$ cat config.mk
export PLATFORM = sky130hd
export DESIGN_NAME = piso_tx
export DESIGN_NICKNAME = d
export VERILOG_FILES = /design/src/rtl/piso_tx.sv
export SDC_FILE = /design/constraint.sdc
export NUM_CORES = 1
export LEC_CHECK = 0
export CAP_MARGIN = 20
export CORE_MARGIN = 3
export CORE_UTILIZATION = 40
export CTS_BUF_LIST = sky130_fd_sc_hd__clkbuf_8
export DETAILED_ROUTE_END_ITERATION = 10
export PLACE_DENSITY = 0.57
export REMOVE_ABC_BUFFERS = 1
export SLEW_MARGIN = 10
export SYNTH_ARGS = -nofsm -noshare
export SYNTH_HDL_FRONTEND = slang
export SYNTH_SLANG_ARGS = --single-unit
$ cat constraint.sdc
create_clock -name baud_clk -period 2.1 [get_ports baud_clk]
set_input_delay 0.42 -clock baud_clk [delete_from_list [all_inputs] [get_ports baud_clk]]
set_output_delay 0.42 -clock baud_clk [all_outputs]
set_load 0.005 [all_outputs]
$ cat src/rtl/piso_tx.sv
// Parallel-in serial-out frame transmitter: start bit, LSB-first data, optional parity, stop bits.
// A single holding buffer lets the next word queue behind the frame on the line.
module piso_tx #(
  parameter int DATA_BITS  = 8,
  parameter int PARITY_EN  = 1,
  parameter int PARITY_ODD = 0,
  parameter int STOP_BITS  = 1
) (
  input  logic                 baud_clk,
  input  logic                 reset,
  input  logic                 send_valid,
  input  logic [DATA_BITS-1:0] data_in,
  output logic                 send_ready,
  output logic                 data_tx,
  output logic                 active_flag,
  output logic                 sent_flag
);

  typedef enum logic [2:0] {IDLE, START, DATA, PARITY, STOP} state_t;

  localparam logic [4:0] LAST_DATA = 5'(DATA_BITS - 1);
  localparam logic [4:0] LAST_STOP = 5'(STOP_BITS - 1);
  localparam logic       ODD       = (PARITY_ODD != 0);

  state_t               state;
  logic [DATA_BITS-1:0] shift_reg;
  logic [DATA_BITS-1:0] hold_data;
  logic                 hold_full;
  logic                 parity_bit;
  logic [4:0]           bit_cnt;

  assign send_ready = !hold_full && !reset;

  always_ff @(posedge baud_clk) begin
    if (reset) begin
      state       <= IDLE;
      hold_full   <= 1'b0;
      data_tx     <= 1'b1;
      active_flag <= 1'b0;
      sent_flag   <= 1'b0;
      bit_cnt     <= '0;
    end else begin
      sent_flag <= 1'b0;

      // The buffer only fills mid-frame; a word offered at the final stop edge goes straight to the shifter.
      if (state != IDLE && send_valid && !hold_full &&
          !(state == STOP && bit_cnt == LAST_STOP)) begin
        hold_data <= data_in;
        hold_full <= 1'b1;
      end

      case (state)
        IDLE: begin
          if (send_valid && !hold_full) begin
            shift_reg   <= data_in;
            parity_bit  <= (^data_in) ^ ODD;
            state       <= START;
            data_tx     <= 1'b0;
            active_flag <= 1'b1;
          end
        end
        START: begin
          data_tx   <= shift_reg[0];
          shift_reg <= shift_reg >> 1;
          bit_cnt   <= '0;
          state     <= DATA;
        end
        DATA: begin
          if (bit_cnt == LAST_DATA) begin
            bit_cnt <= '0;
            if (PARITY_EN != 0) begin
              state   <= PARITY;
              data_tx <= parity_bit;
            end else begin
              state   <= STOP;
              data_tx <= 1'b1;
            end
          end else begin
            data_tx   <= shift_reg[0];
            shift_reg <= shift_reg >> 1;
            bit_cnt   <= bit_cnt + 5'd1;
          end
        end
        PARITY: begin
          state   <= STOP;
          data_tx <= 1'b1;
          bit_cnt <= '0;
        end
        STOP: begin
          if (bit_cnt == LAST_STOP) begin
            sent_flag <= 1'b1;
            bit_cnt   <= '0;
            if (hold_full) begin
              shift_reg  <= hold_data;
              parity_bit <= (^hold_data) ^ ODD;
              hold_full  <= 1'b0;
              state      <= START;
              data_tx    <= 1'b0;
            end else if (send_valid) begin
              shift_reg  <= data_in;
              parity_bit <= (^data_in) ^ ODD;
              state      <= START;
              data_tx    <= 1'b0;
            end else begin
              state       <= IDLE;
              data_tx     <= 1'b1;
              active_flag <= 1'b0;
            end
          end else begin
            bit_cnt <= bit_cnt + 5'd1;
            data_tx <= 1'b1;
          end
        end
        default: begin
          state       <= IDLE;
          data_tx     <= 1'b1;
          active_flag <= 1'b0;
        end
      endcase
    end
  end

endmodule

Word-level counts from Yosys, hierarchy flattened
Cells that the tools add are included.
{"block": "totals", "out_inout_bits": 4, "inputBits": 11, "elab_cells": 86, "ff_bits": 29}
{"block": "op_classes", "mux": 36, "n_eq_ne": 12, "addsub": 1, "n_reduce_logical": 25, "bitwise_logic": 3}
{"cell": "$mux W8", "count": 5}
{"cell": "$pmux W8 S4", "count": 1}
{"cell": "$mux W1", "count": 20}
{"cell": "$reduce_xor A8 Y1", "count": 2}
{"cell": "$pmux W3 S5", "count": 1}
{"cell": "$pmux W5 S3", "count": 1}
{"cell": "$mux W5", "count": 2}
{"cell": "$ne A2 B2 Y1 const B", "count": 5}
{"cell": "$reduce_and A5 Y1", "count": 2}
{"cell": "$mux W3", "count": 3}
{"cell": "$eq A3 B2 Y1 const B", "count": 2}
{"cell": "$logic_and A1 B1 Y1", "count": 6}
{"cell": "$reduce_and A6 Y1", "count": 1}
{"cell": "$reduce_bool A3 Y1", "count": 2}
{"cell": "$add A5 B1 Y5 const B", "count": 1}
{"cell": "$eq A5 B3 Y1 const B", "count": 1}
{"cell": "$logic_not A5 Y1", "count": 1}
{"cell": "$pmux W1 S4", "count": 1}
{"cell": "$reduce_bool A4 Y1", "count": 1}
{"cell": "$reduce_or A2 Y1", "count": 2}
{"cell": "$eq A3 B1 Y1 const B", "count": 1}
{"cell": "$eq A3 B3 Y1 const B", "count": 1}
{"cell": "$logic_not A1 Y1", "count": 3}
{"cell": "$logic_not A3 Y1", "count": 1}
{"cell": "9 further kinds", "count": 11}

Longest topological paths before layout
{"block": "logic_depth", "ltp_word": 8, "mapped_depth": 6, "depth_no_buf": 6}

Worst setup path before layout
Ideal clock, no wire load.
{"block": "synth_timing", "path_kind": "flip-flop to flip-flop", "from": "register bit_cnt[0]", "to": "register hold_data[0] (enable)", "path_slack_ns": 0.076, "synth_period_minus_slack_ns": 2.024, "stages_incl_launch_ff": 7, "required_time_ns": 1.717, "path_buffers": 0, "arrival_ns": 1.641, "setup_ns": 0.383, "cell_sequence": "dfxtp_1 -> inv_1 -> ha_1 -> nor4b_2 -> nand3_1 -> nand2b_1 -> nor3_1"}
{"block": "synth_via", "elab_chain_len": 5}
{"element": "start: declaration", "line": "30", "text": "logic [4:0] bit_cnt;"}
{"element": "start signal: assignment", "line": "81", "text": "bit_cnt <= bit_cnt + 5'd1;"}
{"element": "start signal: assignment", "line": "110", "text": "bit_cnt <= bit_cnt + 5'd1;"}
{"element": "$logic_not A5 Y1", "line": "47", "text": "!(state == STOP && bit_cnt == LAST_STOP)) begin"}
{"element": "$logic_and A1 B1 Y1", "line": "47"}
{"element": "$logic_not A1 Y1", "line": "47"}
{"element": "$logic_and A1 B1 Y1", "line": "46", "text": "if (state != IDLE && send_valid && !hold_full &&"}
{"element": "$reduce_and A2 Y1 (no line)"}
{"element": "end signal: assignment", "line": "48", "text": "hold_data <= data_in;"}
{"element": "end: declaration", "line": "27", "text": "logic [DATA_BITS-1:0] hold_data;"}
No other way between the ends.
A chain may end at the register's enable or synchronous reset.

Final worst setup path
{"block": "layout_timing", "from": "input port reset", "to": "output port send_ready"}
{"block": "layout_via", "elab_chain_len": 2}
{"element": "start: declaration", "line": "10", "text": "input logic reset,"}
{"element": "$logic_not A1 Y1", "line": "32", "text": "assign send_ready = !hold_full && !reset;"}
{"element": "$logic_and A1 B1 Y1", "line": "32"}
{"element": "end: declaration", "line": "13", "text": "output logic send_ready,"}
No other way between the ends.

==> summary.md <==
| Metric | Value |
|---|---|
| Result of the run | complete, no violations |
| DR iter-0 viols | between 70 and 80 |
| Setup crit start kind | input port |
| Synth Register Bits | 29 |
| Die Ht | approximately 70 um |
| # setup viols final | 0 |
| Synth async-reset ratio | 0 |
| Max VDD drop | roughly 0.54 mV |
| # diodes | 0 |
| Nets | 192 |
| Ranking of synthesized cells by area | edfxtp_1 32%, dfxtp_1 15%, xnor2_1 9.4%, a22o_1 4.4%, a21o_1 3.8% |
| Rows | 22 |
| Post-Syn Area | approximately 1600 um^2 |
| Reg2Reg Depth | 8 |
| Max Cap Violations | 0 |
| CTS resizes | 0 |
| CTS HTree Levels | 2 |
| Initial antenna violation count | 0 |
| Initial core utilization | 0.425 |
| PwrDens | 1200 nW/um^2 |
| Worst setup path endpoint | send_ready |
| Grt total ovfl | 0 |
| Leading area contributor after synthesis | edfxtp_1 |
| Clock buffer depth | 2 |
| Critical path startpoint | reset |
| Clk_lat worst skew | a little under 0.3 ns |
| Syn. warnings | 0 |
| # clock sinks | 29 |
| CTS root buffer | clkbuf_8 |
| First-pass GRT wire length | between 5 and 6 mm |
| WL final | between 3 and 4 mm |
| RSZ-0062 raised after global routing | no |
| DRT Pass-1 Iters | 4 |
| Power Total | about 0.0023 W |
| R2R setup slack | around 0.24 ns |
| Static leakage | approximately 0.73 nW |
| Final core utilization | 0.514 |
| Hold Crit Class | reg2reg |
| Final setup TNS | 0 ns |
| Number of flops mapped to enable cells by yosys | 17 |
| Clk pin slew, worst setup/hold paths | 0.06 ns |
| GRT Total Usage | 0.151 |
| I/O Pins | 15 |
| Gp weighted congestion | between 0.8 and 0.9 |
| Yosys top cell area share | 0.321 |
| Req. time, crit path | roughly 1.7 ns |
| Yosys cell types | between 40 and 50 |
| WL/cell | approximately 15 um |
| CTS Hold Bufs | 0 |
| CTS buffer count | 5 |
| Vias per cell | around 5.4 |
| Post-Syn Area per Cell | about 10 um^2 |
| Post-Syn Instances | 155 |
| DRC Markers | 0 |
| Worst r2r dst | hold_data[4] |
| Kind of critical path | in2out |
| Setup bufs post-CTS | 0 |
| Final period util | 0.952 |
| HPWL after detailed placement | between 2 and 2.5 mm |
| Fillers | 352 |
| CP Capture Type | primary output |
| DR vias | 1,228 |
| Largest driver fanout on the critical path | 6 |
| Die area | 4770 um^2 |
| Maximum clock frequency | 0.500 GHz |
| Reg2reg start | bit_cnt[0] |
| Slew Viols, Final | 0 |
| Post-DRT Antenna Nets | 0 |
| Share of cells above drive strength 1 | 0.133 |
| Largest net degree at the start of global routing | 17 |
| Die Wd | slightly below 70 um |
| Dominant synthesized flop cell | edfxtp_1 |
| Core area | between 3000 and 4000 um^2 |
| Vias in the first global route | around 1,300 |
| Port Buf Inserts | 14 |
| Max-slew headroom | 0.672 |
| Worst Path Arrival | about 1.6 ns |
| Area delta synth->final | 20.9% |
| Synth cell count leaders | 17 x edfxtp_1, 17 x xnor2_1, 12 x dfxtp_1 |
| Minimum period implied by the final worst setup slack | between 1.5 and 2 ns |
| Clock Skews | ~0.0043 ns |
| Seq/Total Area, Yosys | 0.472 |
| Hold Violations, Final | 0 |
| Worst Max-Slew Pin Slew | 0.492 ns |
| CTS tree | yes |
-- final cells by class --
cell class / instances / area, um^2 / share of cell area
Clock buffer: 5 / 68.8 / 0.0358
Sequential cell: 29 / 751 / 0.390
Tap cell: 48 / 60.1 / 0.0312
Inverter: 6 / 22.5 / 0.0117
Timing Repair Buffer: 25 / 235 / 0.122
Multi-Input combinational cell: 112 / 772 / 0.401
Clock inverter: 3 / 13.8 / 0.00716
-- worst min-delay path by stage --
stage                      from           to  slack, ns  depth (start not counted)
global placement    active_flag  active_flag       0.47                          2
floorplan           active_flag  active_flag       0.47                          2
global route        active_flag  active_flag       0.51                          2
finish              active_flag  active_flag       0.48                          2
detailed placement  active_flag  active_flag       0.47                          2
CTS                 active_flag  active_flag       0.48                          2
-- stage by stage --
stage                     instances  hold slack [ns]  worst slack [ns]  area, um^2
after floorplan                 147            0.467            0.0657        1550
after global placement          220            0.473            0.0887        1840
after detailed placement        220            0.472             0.107        1840
after CTS                       228            0.481             0.102        1920
after global routing            228            0.510            0.0448        1920
final                           228            0.479             0.102        1920
-- worst max-delay path, cell delays in order --
cell and delay (ns):
clkdlybuf4s50_1 0.51, nor2_1 0.14, clkdlybuf4s50_1 0.51
-- routing by layer --
layer,global-route usage,vias up,routed length [um]
met2,0.237,24,1600
met1,0.190,579,1540
met4,0.0781,0,67
met3,0.0364,7,117
li1,-,618,-
met5,0,-,0
-- cells in the final DEF, fill, tap and decap left out, types with 8 or more instances in the layout --
cell type        count
a22o_1               8
nand3_1              8
nor2_1              11
edfxtp_1            17
clkdlybuf4s50_1     14
a21o_1               8
dfxtp_1             12
buf_4               10
xnor2_1             17
nor3_1               8
a21oi_1              9
-- power by group --
| part | internal, W | leakage, nW | switching (W) | total, W |
|---|---|---|---|---|
| clock | 0.000224 | 0.0491 | 0.000219 | 0.000443 |
| sequential | 0.000807 | 0.256 | 0.0000872 | 0.000894 |
| combinational | 0.000481 | 0.420 | 0.000492 | 0.000973 |
-- logic make-up after synthesis --
logic type                 after synthesis  share of synthesized area
muxes                                    3                     0.0197
AOI/OAI and AO/OA                       39                      0.175
DFF                                     29                      0.472
adders and majority gates                2                     0.0157
xor gates and xnor gates                17                     0.0936
and+or+nand+nor                         51                      0.181
buffers and inverters                   14                     0.0425
Power figures use the tool's default switching activity.
